### src/rtl/alu_pipe.sv
// alu_pipe: single-issue ALU with a valid/ready handshake on both sides.
// Every operation except MUL completes on the accepting edge. MUL runs a
// shift-add over WIDTH cycles before its result is loaded. Carry from the
// last loaded result is kept in c_q and feeds ADC/SBC.
module alu_pipe #(
  parameter int WIDTH = 8
) (
  input  logic             clk,
  input  logic             rst_n,
  input  logic             in_valid,
  output logic             in_ready,
  input  logic [3:0]       opcode,
  input  logic [WIDTH-1:0] in_1,
  input  logic [WIDTH-1:0] in_2,
  output logic             out_valid,
  input  logic             out_ready,
  output logic [WIDTH-1:0] out,
  output logic             flag_z,
  output logic             flag_n,
  output logic             flag_c,
  output logic             flag_v,
  output logic             op_err
);

  localparam int CW = $clog2(WIDTH + 1);
  localparam logic [WIDTH-1:0] WIDTH_V = WIDTH'(WIDTH);
  localparam logic [CW-1:0]    CNT_END = CW'(WIDTH);

  typedef enum logic [3:0] {
    OP_PASS = 4'd0,  OP_ADD = 4'd1,  OP_SUB = 4'd2,  OP_NOT = 4'd3,
    OP_OR   = 4'd4,  OP_AND = 4'd5,  OP_XOR = 4'd6,  OP_SHL = 4'd7,
    OP_SHR  = 4'd8,  OP_ADC = 4'd9,  OP_SBC = 4'd10, OP_CMP = 4'd11,
    OP_MUL  = 4'd12
  } op_e;

  typedef enum logic {IDLE = 1'b0, MUL_BUSY = 1'b1} state_e;

  state_e               state_q, state_d;
  logic [CW-1:0]        cnt_q, cnt_d;
  logic [2*WIDTH-1:0]   mcand_q, mcand_d;
  logic [WIDTH-1:0]     mplier_q, mplier_d;
  logic [2*WIDTH-1:0]   acc_q, acc_d;
  logic [WIDTH-1:0]     out_q, out_d;
  logic                 z_q, z_d, n_q, n_d, c_q, c_d, v_q, v_d;
  logic                 err_q, err_d;
  logic                 out_valid_q, out_valid_d;

  logic                 accept;
  logic                 is_mul;
  logic                 mul_done;
  logic [CW-1:0]        cnt_inc;
  logic [2*WIDTH-1:0]   mul_acc_next;

  logic [WIDTH-1:0]     alu_res;
  logic                 alu_c, alu_v, alu_err;
  logic                 cin;
  logic [WIDTH:0]       sum, diff, shl_ext, shr_ext;
  logic                 big_shift;

  assign accept       = in_valid && in_ready;
  assign is_mul       = (opcode == OP_MUL);
  assign cnt_inc      = cnt_q + 1'b1;
  assign mul_done     = (state_q == MUL_BUSY) && (cnt_inc == CNT_END);
  assign mul_acc_next = acc_q + (mplier_q[0] ? mcand_q : '0);

  // State register.
  // NOTE: clocked blocks use non-blocking (<=) so every register samples
  // pre-edge values; blocking (=) here would create order-dependent races.
  always_ff @(posedge clk or negedge rst_n) begin
    if (!rst_n) state_q <= IDLE;
    else        state_q <= state_d;
  end

  // Next-state logic: MUL enters the busy state, leaves when the count hits WIDTH.
  always_comb begin
    // NOTE: default first so every path assigns state_d and no latch is inferred.
    state_d = state_q;
    case (state_q)
      IDLE:     if (accept && is_mul) state_d = MUL_BUSY;
      MUL_BUSY: if (mul_done)         state_d = IDLE;
      default:  state_d = IDLE;
    endcase
  end

  // FSM outputs: accept only when idle and the output slot is free or draining.
  always_comb begin
    in_ready = (state_q == IDLE) && (!out_valid_q || out_ready);
  end

  // Single-cycle ALU result and flags for the operation being accepted.
  always_comb begin
    alu_res   = '0;
    alu_c     = 1'b0;
    alu_v     = 1'b0;
    alu_err   = 1'b0;
    cin       = ((opcode == OP_ADC) || (opcode == OP_SBC)) ? c_q : 1'b0;
    sum       = {1'b0, in_1} + {1'b0, in_2} + {{WIDTH{1'b0}}, cin};
    diff      = {1'b0, in_1} - {1'b0, in_2} - {{WIDTH{1'b0}}, cin};
    shl_ext   = {1'b0, in_1} << in_2;
    shr_ext   = {in_1, 1'b0} >> in_2;
    big_shift = (in_2 >= WIDTH_V);
    case (opcode)
      OP_PASS: alu_res = in_1;
      OP_NOT:  alu_res = ~in_1;
      OP_OR:   alu_res = in_1 | in_2;
      OP_AND:  alu_res = in_1 & in_2;
      OP_XOR:  alu_res = in_1 ^ in_2;
      OP_ADD, OP_ADC: begin
        alu_res = sum[WIDTH-1:0];
        alu_c   = sum[WIDTH];
        alu_v   = (in_1[WIDTH-1] == in_2[WIDTH-1]) &&
                  (sum[WIDTH-1] != in_1[WIDTH-1]);
      end
      OP_SUB, OP_SBC, OP_CMP: begin
        // A negative (WIDTH+1)-bit difference means a borrow occurred.
        alu_res = (opcode == OP_CMP) ? in_1 : diff[WIDTH-1:0];
        alu_c   = diff[WIDTH];
        alu_v   = (in_1[WIDTH-1] != in_2[WIDTH-1]) &&
                  (diff[WIDTH-1] != in_1[WIDTH-1]);
      end
      OP_SHL: begin
        // Bit WIDTH of the extended shift is the last bit shifted out.
        alu_res = big_shift ? '0 : shl_ext[WIDTH-1:0];
        alu_c   = big_shift ? 1'b0 : shl_ext[WIDTH];
      end
      OP_SHR: begin
        // Bit 0 of the extended shift is the last bit shifted out.
        alu_res = big_shift ? '0 : shr_ext[WIDTH:1];
        alu_c   = big_shift ? 1'b0 : shr_ext[0];
      end
      OP_MUL:  alu_res = '0;
      default: alu_err = 1'b1;
    endcase
  end

  // Next values for the multiplier datapath and the output/flag registers.
  always_comb begin
    cnt_d       = cnt_q;
    mcand_d     = mcand_q;
    mplier_d    = mplier_q;
    acc_d       = acc_q;
    out_d       = out_q;
    z_d         = z_q;
    n_d         = n_q;
    c_d         = c_q;
    v_d         = v_q;
    err_d       = err_q;
    out_valid_d = out_valid_q;

    if (out_ready) out_valid_d = 1'b0;

    if (accept && is_mul) begin
      // Operands are captured here; later input changes cannot disturb the multiply.
      cnt_d    = '0;
      mcand_d  = {{WIDTH{1'b0}}, in_1};
      mplier_d = in_2;
      acc_d    = '0;
    end else if (accept) begin
      out_d       = alu_res;
      z_d         = !alu_err && (alu_res == '0);
      n_d         = alu_res[WIDTH-1];
      c_d         = alu_c;
      v_d         = alu_v;
      err_d       = alu_err;
      out_valid_d = 1'b1;
    end

    if (state_q == MUL_BUSY) begin
      cnt_d    = mul_done ? '0 : cnt_inc;
      mcand_d  = mcand_q << 1;
      mplier_d = mplier_q >> 1;
      acc_d    = mul_acc_next;
      if (mul_done) begin
        out_d       = mul_acc_next[WIDTH-1:0];
        z_d         = (mul_acc_next[WIDTH-1:0] == '0);
        n_d         = mul_acc_next[WIDTH-1];
        c_d         = |mul_acc_next[2*WIDTH-1:WIDTH];
        v_d         = 1'b0;
        err_d       = 1'b0;
        out_valid_d = 1'b1;
      end
    end
  end

  // Datapath and result registers; reset clears everything and aborts a multiply.
  always_ff @(posedge clk or negedge rst_n) begin
    if (!rst_n) begin
      cnt_q       <= '0;
      mcand_q     <= '0;
      mplier_q    <= '0;
      acc_q       <= '0;
      out_q       <= '0;
      z_q         <= 1'b0;
      n_q         <= 1'b0;
      c_q         <= 1'b0;
      v_q         <= 1'b0;
      err_q       <= 1'b0;
      out_valid_q <= 1'b0;
    end else begin
      cnt_q       <= cnt_d;
      mcand_q     <= mcand_d;
      mplier_q    <= mplier_d;
      acc_q       <= acc_d;
      out_q       <= out_d;
      z_q         <= z_d;
      n_q         <= n_d;
      c_q         <= c_d;
      v_q         <= v_d;
      err_q       <= err_d;
      out_valid_q <= out_valid_d;
    end
  end

  assign out       = out_q;
  assign flag_z    = z_q;
  assign flag_n    = n_q;
  assign flag_c    = c_q;
  assign flag_v    = v_q;
  assign op_err    = err_q;
  assign out_valid = out_valid_q;

endmodule

### config.mk
export PLATFORM = sky130hd
export DESIGN_NAME = alu_pipe
export DESIGN_NICKNAME = d
export VERILOG_FILES = /design/src/rtl/alu_pipe.sv
export SDC_FILE = /design/constraint.sdc
export NUM_CORES = 1
export LEC_CHECK = 0
export BUFFER_PORTS_ARGS = -buffer_cell sky130_fd_sc_hd__buf_2
export CAP_MARGIN = 20
export CORE_AREA = 2 2 105 128
export DETAILED_ROUTE_END_ITERATION = 7
export DIE_AREA = 0 0 107 130
export GPL_TIMING_DRIVEN = 0
export MAX_ROUTING_LAYER = met4
export SETUP_SLACK_MARGIN = 0.02
export SLEW_MARGIN = 5
export SYNTH_ARGS = -nofsm -noshare
export SYNTH_HDL_FRONTEND = slang
export SYNTH_SLANG_ARGS = --single-unit
### constraint.sdc
create_clock -name clk -period 8.8 [get_ports clk]
set_input_delay 1.32 -clock clk [delete_from_list [all_inputs] [get_ports clk]]
set_output_delay 1.32 -clock clk [all_outputs]
set_load 0.02 [all_outputs]
## Word level (Yosys, flattened, before mapping)

Index checks and enable logic that the tools add are counted.

- Add/subtract/negate cells: 6
- Magnitude comparators: 1
- Eq/ne operators: 17
- Shift-type cells: 2
- Muxes and demuxes: 52
- Bitwise gates (word level): 5
- Reduce and logical (&&, ||, !) cells: 18

Operator list:

| kind | number |
|---|---|
| 16-bit 2-to-1 mux | 5 |
| 8-bit 2-to-1 mux | 9 |
| 8-bit one-hot mux with 9 select lines | 1 |
| 1-bit 2-to-1 mux | 31 |
| 4-bit equality test, second input constant | 6 |
| 16-bit adder | 1 |
| 4-bit by 3-bit equality test with 1-bit output, second input constant | 4 |
| 8-bit logical NOT | 2 |
| 13-bit OR reduction | 1 |
| 4-bit 2-to-1 mux | 3 |
| 8-bit by 8-bit adder with 9-bit output | 1 |
| 9-bit by 1-bit adder with 9-bit output | 1 |
| 8-bit by 8-bit left shift with 9-bit output | 1 |
| 9-bit by 8-bit right shift with 9-bit output | 1 |
| 8-bit by 8-bit subtractor with 9-bit output | 1 |
| 9-bit by 1-bit subtractor with 9-bit output | 1 |
| 8-bit AND | 1 |
| 4-bit by 2-bit equality test with 1-bit output, second input constant | 2 |
| 8-bit by 4-bit >= comparator with 1-bit output, second input constant | 1 |
| 8-bit inverter | 1 |
| 8-bit OR | 1 |
| 8-bit OR reduction | 1 |
| 8-bit bitwise XOR | 1 |
| 1-bit logical AND | 7 |
| 13 further kinds | 17 |

- Flip-flop bits (word level): 59
- Input port bits: 24

## Depth between registers and ports, before layout

- Depth after elaboration: 12
- Mapped depth: 17
- Gate-level depth less buffers: 14

## Least setup slack after synthesis

Ideal clock, no wire load.

- Path kind: input -> register
- From: in opcode[1]
- To: reg v_q (netlist: flag_v)
- Setup time: 78 ps
- Arrival time: 4560 ps
- Required time: 8722 ps
- Slack: 4162 ps
- Stages: 17
- Buffers on the path: 3
- Path through: buf_2 clkbuf_1 clkbuf_1 xor2_1 nand3_1 inv_1 fa_1 inv_1 ha_1 o21ai_1 a311oi_1 a21o_1 a21oi_1 xnor2_1 o32a_1 a221o_1 a21oi_1

- Word-level cells in the longest chain between the ends: 11

Ends and longest elaborated chain:

| what | line | RTL |
|---|---|---|
| from (decl) | 12 | `input logic [3:0] opcode,` |
| 4-bit equality test | 96, 102 |  |
| 1-bit logical OR | 96 | `cin = ((opcode == OP_ADC) \|\| (opcode == OP_SBC)) ? c_q : 1'b0;` |
| 1-bit 2-to-1 mux | 96 |  |
| 9-bit by 1-bit subtractor with 9-bit output / 9-bit by 1-bit adder with 9-bit output (equally long branches) | 98, 97 |  |
| 1-bit != test (on tied branches) | 119, 112 |  |
| 1-bit logical AND (on tied branches) | 118, 111 |  |
| 1-bit one-hot mux with 2 select lines | 102 | `case (opcode)` |
| 1-bit 2-to-1 mux | 158 | `end else if (accept) begin` |
| 1-bit 2-to-1 mux * | 152 | `if (accept && is_mul) begin` |
| 1-bit 2-to-1 mux | 173 | `if (mul_done) begin` |
| 1-bit 2-to-1 mux * | 168 | `if (state_q == MUL_BUSY) begin` |
| net v_d | 44 | `logic z_q, z_d, n_q, n_d, c_q, c_d, v_q, v_d;` |
| to (signal assigned) | 208 | `v_q <= v_d;` |
| to (decl) | 44 |  |

Mark *: on every way through the listed nets, which the timed path passes. The rest lies on a longest branch.
A chain may end at the register's enable or synchronous reset.

## Worst setup path in the final report

- From: in opcode[1]
- To: reg c_q (netlist: flag_c)

- Word-level cells in the longest chain between the ends: 9

Ends and longest elaborated chain:

| what | line | RTL |
|---|---|---|
| 4-bit equality test | 96, 102 |  |
| 1-bit logical OR | 96 |  |
| 1-bit 2-to-1 mux | 96 |  |
| 9-bit by 1-bit subtractor with 9-bit output / 9-bit by 1-bit adder with 9-bit output (equally long branches) | 98, 97 |  |
| 1-bit one-hot mux with 4 select lines | 102 |  |
| 1-bit 2-to-1 mux | 158 |  |
| 1-bit 2-to-1 mux * | 152 |  |
| 1-bit 2-to-1 mux | 173 |  |
| 1-bit 2-to-1 mux * | 168 |  |
| net c_d | 44 |  |
| to (signal assigned) | 195 | `c_q <= 1'b0;` |
| to (signal assigned) | 207 | `c_q <= c_d;` |
| to (decl) | 44 |  |

Marks and branches as above.

==> results by group <==
STA
  – Final hold violations: 0
  – Setup TNS: 0 ps
  – RSZ-0062 raised after global routing: no
  – Worst-margin pin slew: 930.0 ps
  – Setup ws final: roughly 3600 ps
  – Final setup fails: 0
  – Part of the cycle the worst path needs: about three fifths
  – Relative slew slack: 37.43%
  – Tmin final: 5172 ps
  – Layout Skew: 8.157 ps
  – Max Clk Rate: 193.4 MHz
  – Slew Limit Fails: 0

Finish
  – Fin area: 6322 sq um
  – Filler Cells Inserted: ~1,200
  – Nets@finish: slightly above 800
  – Share of cells above drive strength 1: 12.09%
  – Antenna diodes: 0
  – Footprint of the multi-input gates: 3775 sq um
  – Final non-filler cell total: 904
  – Syn-to-layout area delta: 13.14%
  – Register area: ~1500 sq um

Logic synthesis
  – Cell count after synthesis: roughly 680
  – Largest family of logic cells by synthesized area: compound AO/OA/AOI/OAI gates
  – Fraction of registers with async set/reset: 100.0%
  – Synth cell types: 77
  – Post-synth EDFFs: 0
  – Post-Synth Simple-Gate Area: between 20% and 30%
  – Post-Synth Adder-Cell Area: approximately 12%
  – Post-synthesis register bit count: just under 60
  – Mapped Avg Cell Area: 8.169 sq um
  – Seq/Total Area, Yosys: 26.42%
  – Cell Area, Synth: between 5000 and 6000 sq um
  – Synthesized net count: between 700 and 800
  – Compound-cell area share of the yosys netlist: approximately 25%
  – Prevailing post-synth register cell: dfrtp_1
  – Post-Synth XOR/XNOR Area: 3.918%
  – Mux cell area share after synthesis: 5.150%
  – Yosys warning total: 0

Clocking
  – Max clock buf depth: 2
  – H-Tree Depth: 3
  – TritonCTS clock tree: done
  – Worst skew pair latency: 330 ps
  – CTS hold repair buffers: 0
  – Number of gates resized after cts: 0
  – Post-CTS Setup Inserts: 0
  – TritonCTS Buffers: 9
  – Root buffer cell: clkbuf_16
  – Worst-path clk slew: 50 ps
  – Clk sinks: 59

Routing
  – Starting DRT DRC Count: 479
  – Drt first pass iters: 7
  – Remaining DRCs: 0
  – Via Count: 5,537
  – Post-DR vias/cell: ~6.1
  – Wire per inst: 19.72 microns
  – Antenna-violating nets left: 0
  – Post-Route WL: 17,830 microns

Critical path
  – CP Class: in -> reg
  – CP endpoint kind: register
  – Worst EP arrival: 5350 ps
  – CP Max Fanout: 10
  – Worst setup SP type: input port
  – Worst Path Required: around 9000 ps

Global routing
  – Vias in the first global route: 5,313
  – Initial antenna violation count: 0
  – Pin count of the biggest net entering global routing: 33
  – GR Util All Layers: 27.00%
  – First-pass GRT wire length: 28,230 microns
  – Grt ovf: 0

Floorplanning
  – Die Height: 130 microns
  – Initial Utilization: 43.54%
  – Die span in x: 107 microns
  – # IOs: 39
  – Die area: roughly 14,000 sq um
  – Row Count: 46
  – Core ar.: ~13,000 sq um

Placed design
  – Dpl ws: 3396 ps
  – Placer Congestion: around 1
  – Placed Area: around 6000 sq um
  – Post-DP HPWL: ~14,000 microns
  – IO buf count: 35
  – Post-Place Cells: 888

Pwr
  – Leak: 2.751 nW
  – Comb power frac: 57.3%
  – Sw frac: a little under half
  – PwrDens: about 320 nW/um^2
  – Worst VDD drop: 0.2583 mV
  – Clock power share: 18.9%
  – Switching power total: 0.9158 mW
  – Sequential power share: approximately a quarter
  – Internal Power: around 1.1 mW

Min path
  – Worst hold path type: reg -> reg

Outcome
  – Outcome: complete, no violations

Flow run
  – Total of max-cap violations: 0
power groups by stage:
stage | Clock [mW] | Combinational [mW] | Sequential, mW
4_1_cts | 0.387 | 1.15 | 0.480
3_5_place_dp | 0 | 1.14 | 0.484
3_3_place_gp | 0 | 1.11 | 0.481
5_1_grt | 0.397 | 1.29 | 0.495
6_report | 0.383 | 1.16 | 0.480
2_1_floorplan | 0 | 0.827 | 0.493
cell usage after synthesis, types with 5 or more instances:
master	number	area [sq um]
nand2_1	88	330.3
a21oi_1	34	170.2
a211o_1	6	52.55
xor2_1	8	70.07
and2_1	16	100.1
nor4_1	6	37.54
o211ai_1	6	45.04
fa_1	5	100.1
ha_1	47	588.1
mux4_2	5	112.6
nor3_1	12	60.06
a211oi_1	5	37.54
a221oi_1	7	61.31
buf_2	11	55.05
o31ai_1	6	45.04
o221ai_1	5	43.79
a22oi_1	6	45.04
a31oi_1	7	43.79
xnor2_1	17	148.9
nor2_1	57	214.0
clkbuf_1	26	97.59
nor2b_1	7	43.79
o22ai_1	17	106.4
inv_1	32	120.1
nand3_1	22	110.1
a221o_1	6	60.06
dfrtp_1	59	1476
mux2i_1	7	70.07
o21ai_0	61	305.3
a22o_1	5	43.79
a21o_1	5	37.54
registers in the layout, summed over array words and instances (netlist names):
| name | count |
|---|---|
| flag_z | 1 |
| state_q | 1 |
| out | 8 |
| op_err | 1 |
| out_valid | 1 |
| flag_c | 1 |
| flag_n | 1 |
| cnt_q | 4 |
| flag_v | 1 |
| acc_q | 16 |
| mcand_q | 16 |
| mplier_q | 8 |
layout make-up:
| cell class | instances | share of cell area (%) |
|---|---|---|
| Clock buffer | 12 | 4.057 |
| Buffer | 45 | 3.246 |
| Clock inverter | 4 | 1.148 |
| Sequential cell | 59 | 23.35 |
| Inverter | 35 | 2.078 |
| Tap cell | 168 | 3.325 |
| Timing Repair Buffer | 36 | 3.087 |
| Multi-Input combinational cell | 545 | 59.71 |
through the flow:
stage               util, %  hold slack [ps]  power [mW]
floorplan                 -            456.3       1.321
finish                49.26            498.5       2.023
global route          49.26            525.9       2.178
global placement      46.54            475.9       1.594
CTS                   49.26            500.9       2.021
detailed placement    46.70            483.5       1.627
metal layers:
layer  share of wire (%)  GRT usage (%)
met5                   0              -
met4                 4.2          12.76
met3                 3.7          2.248
met2                  51          46.01
met1                  41          32.49
cells by family after synthesis:
family                   after synthesis
XOR/XNOR                              25
AND/OR/NAND/NOR                      241
AO/OA/AOI/OAI                        211
buffers and inverters                 80
flip-flops                            59
adder cells (fa/ha/maj)               52
multiplexers                          16
cells in the final DEF, fill, tap and decap left out, types with 9 or more instances in the layout:
cell type  instances
nand2_1           88
o22ai_1           17
ha_1              47
xnor2_1           17
buf_2             46
and2_1            16
dfrtp_1           59
clkbuf_16          9
nor2_1            57
clkbuf_1          27
a21oi_1           34
o21ai_0           61
nand3_1           22
inv_1             32
nor3_1            12
worst paths after layout:
kind / startpoint / end / slack [ps] / depth (start not counted)
setup / recovery: opcode[1] / flag_c / 3630 / 15
hold / removal: out[7] / out[7] / 500 / 2
setup reg to reg: mplier_q[0] / flag_c / 5300 / 11
hold reg to reg: out[7] / out[7] / 500 / 2
max in group asynchronous: rst_n / flag_v / 7170 / 2
min in group asynchronous: rst_n / acc_q[14] / 1020 / 1
critical path, cell delays in order:
cell	delay, ps
buf_2	200
clkbuf_1	380
clkbuf_1	490
xor2_1	190
nand3_1	210
fa_1	470
fa_1	450
o21ai_0	270
a211oi_1	170
a21o_1	210
a21oi_1	190
xnor2_1	140
nor2_1	50
o311ai_0	480
a21oi_1	120
No activity file was read; power rests on OpenSTA's default activity.
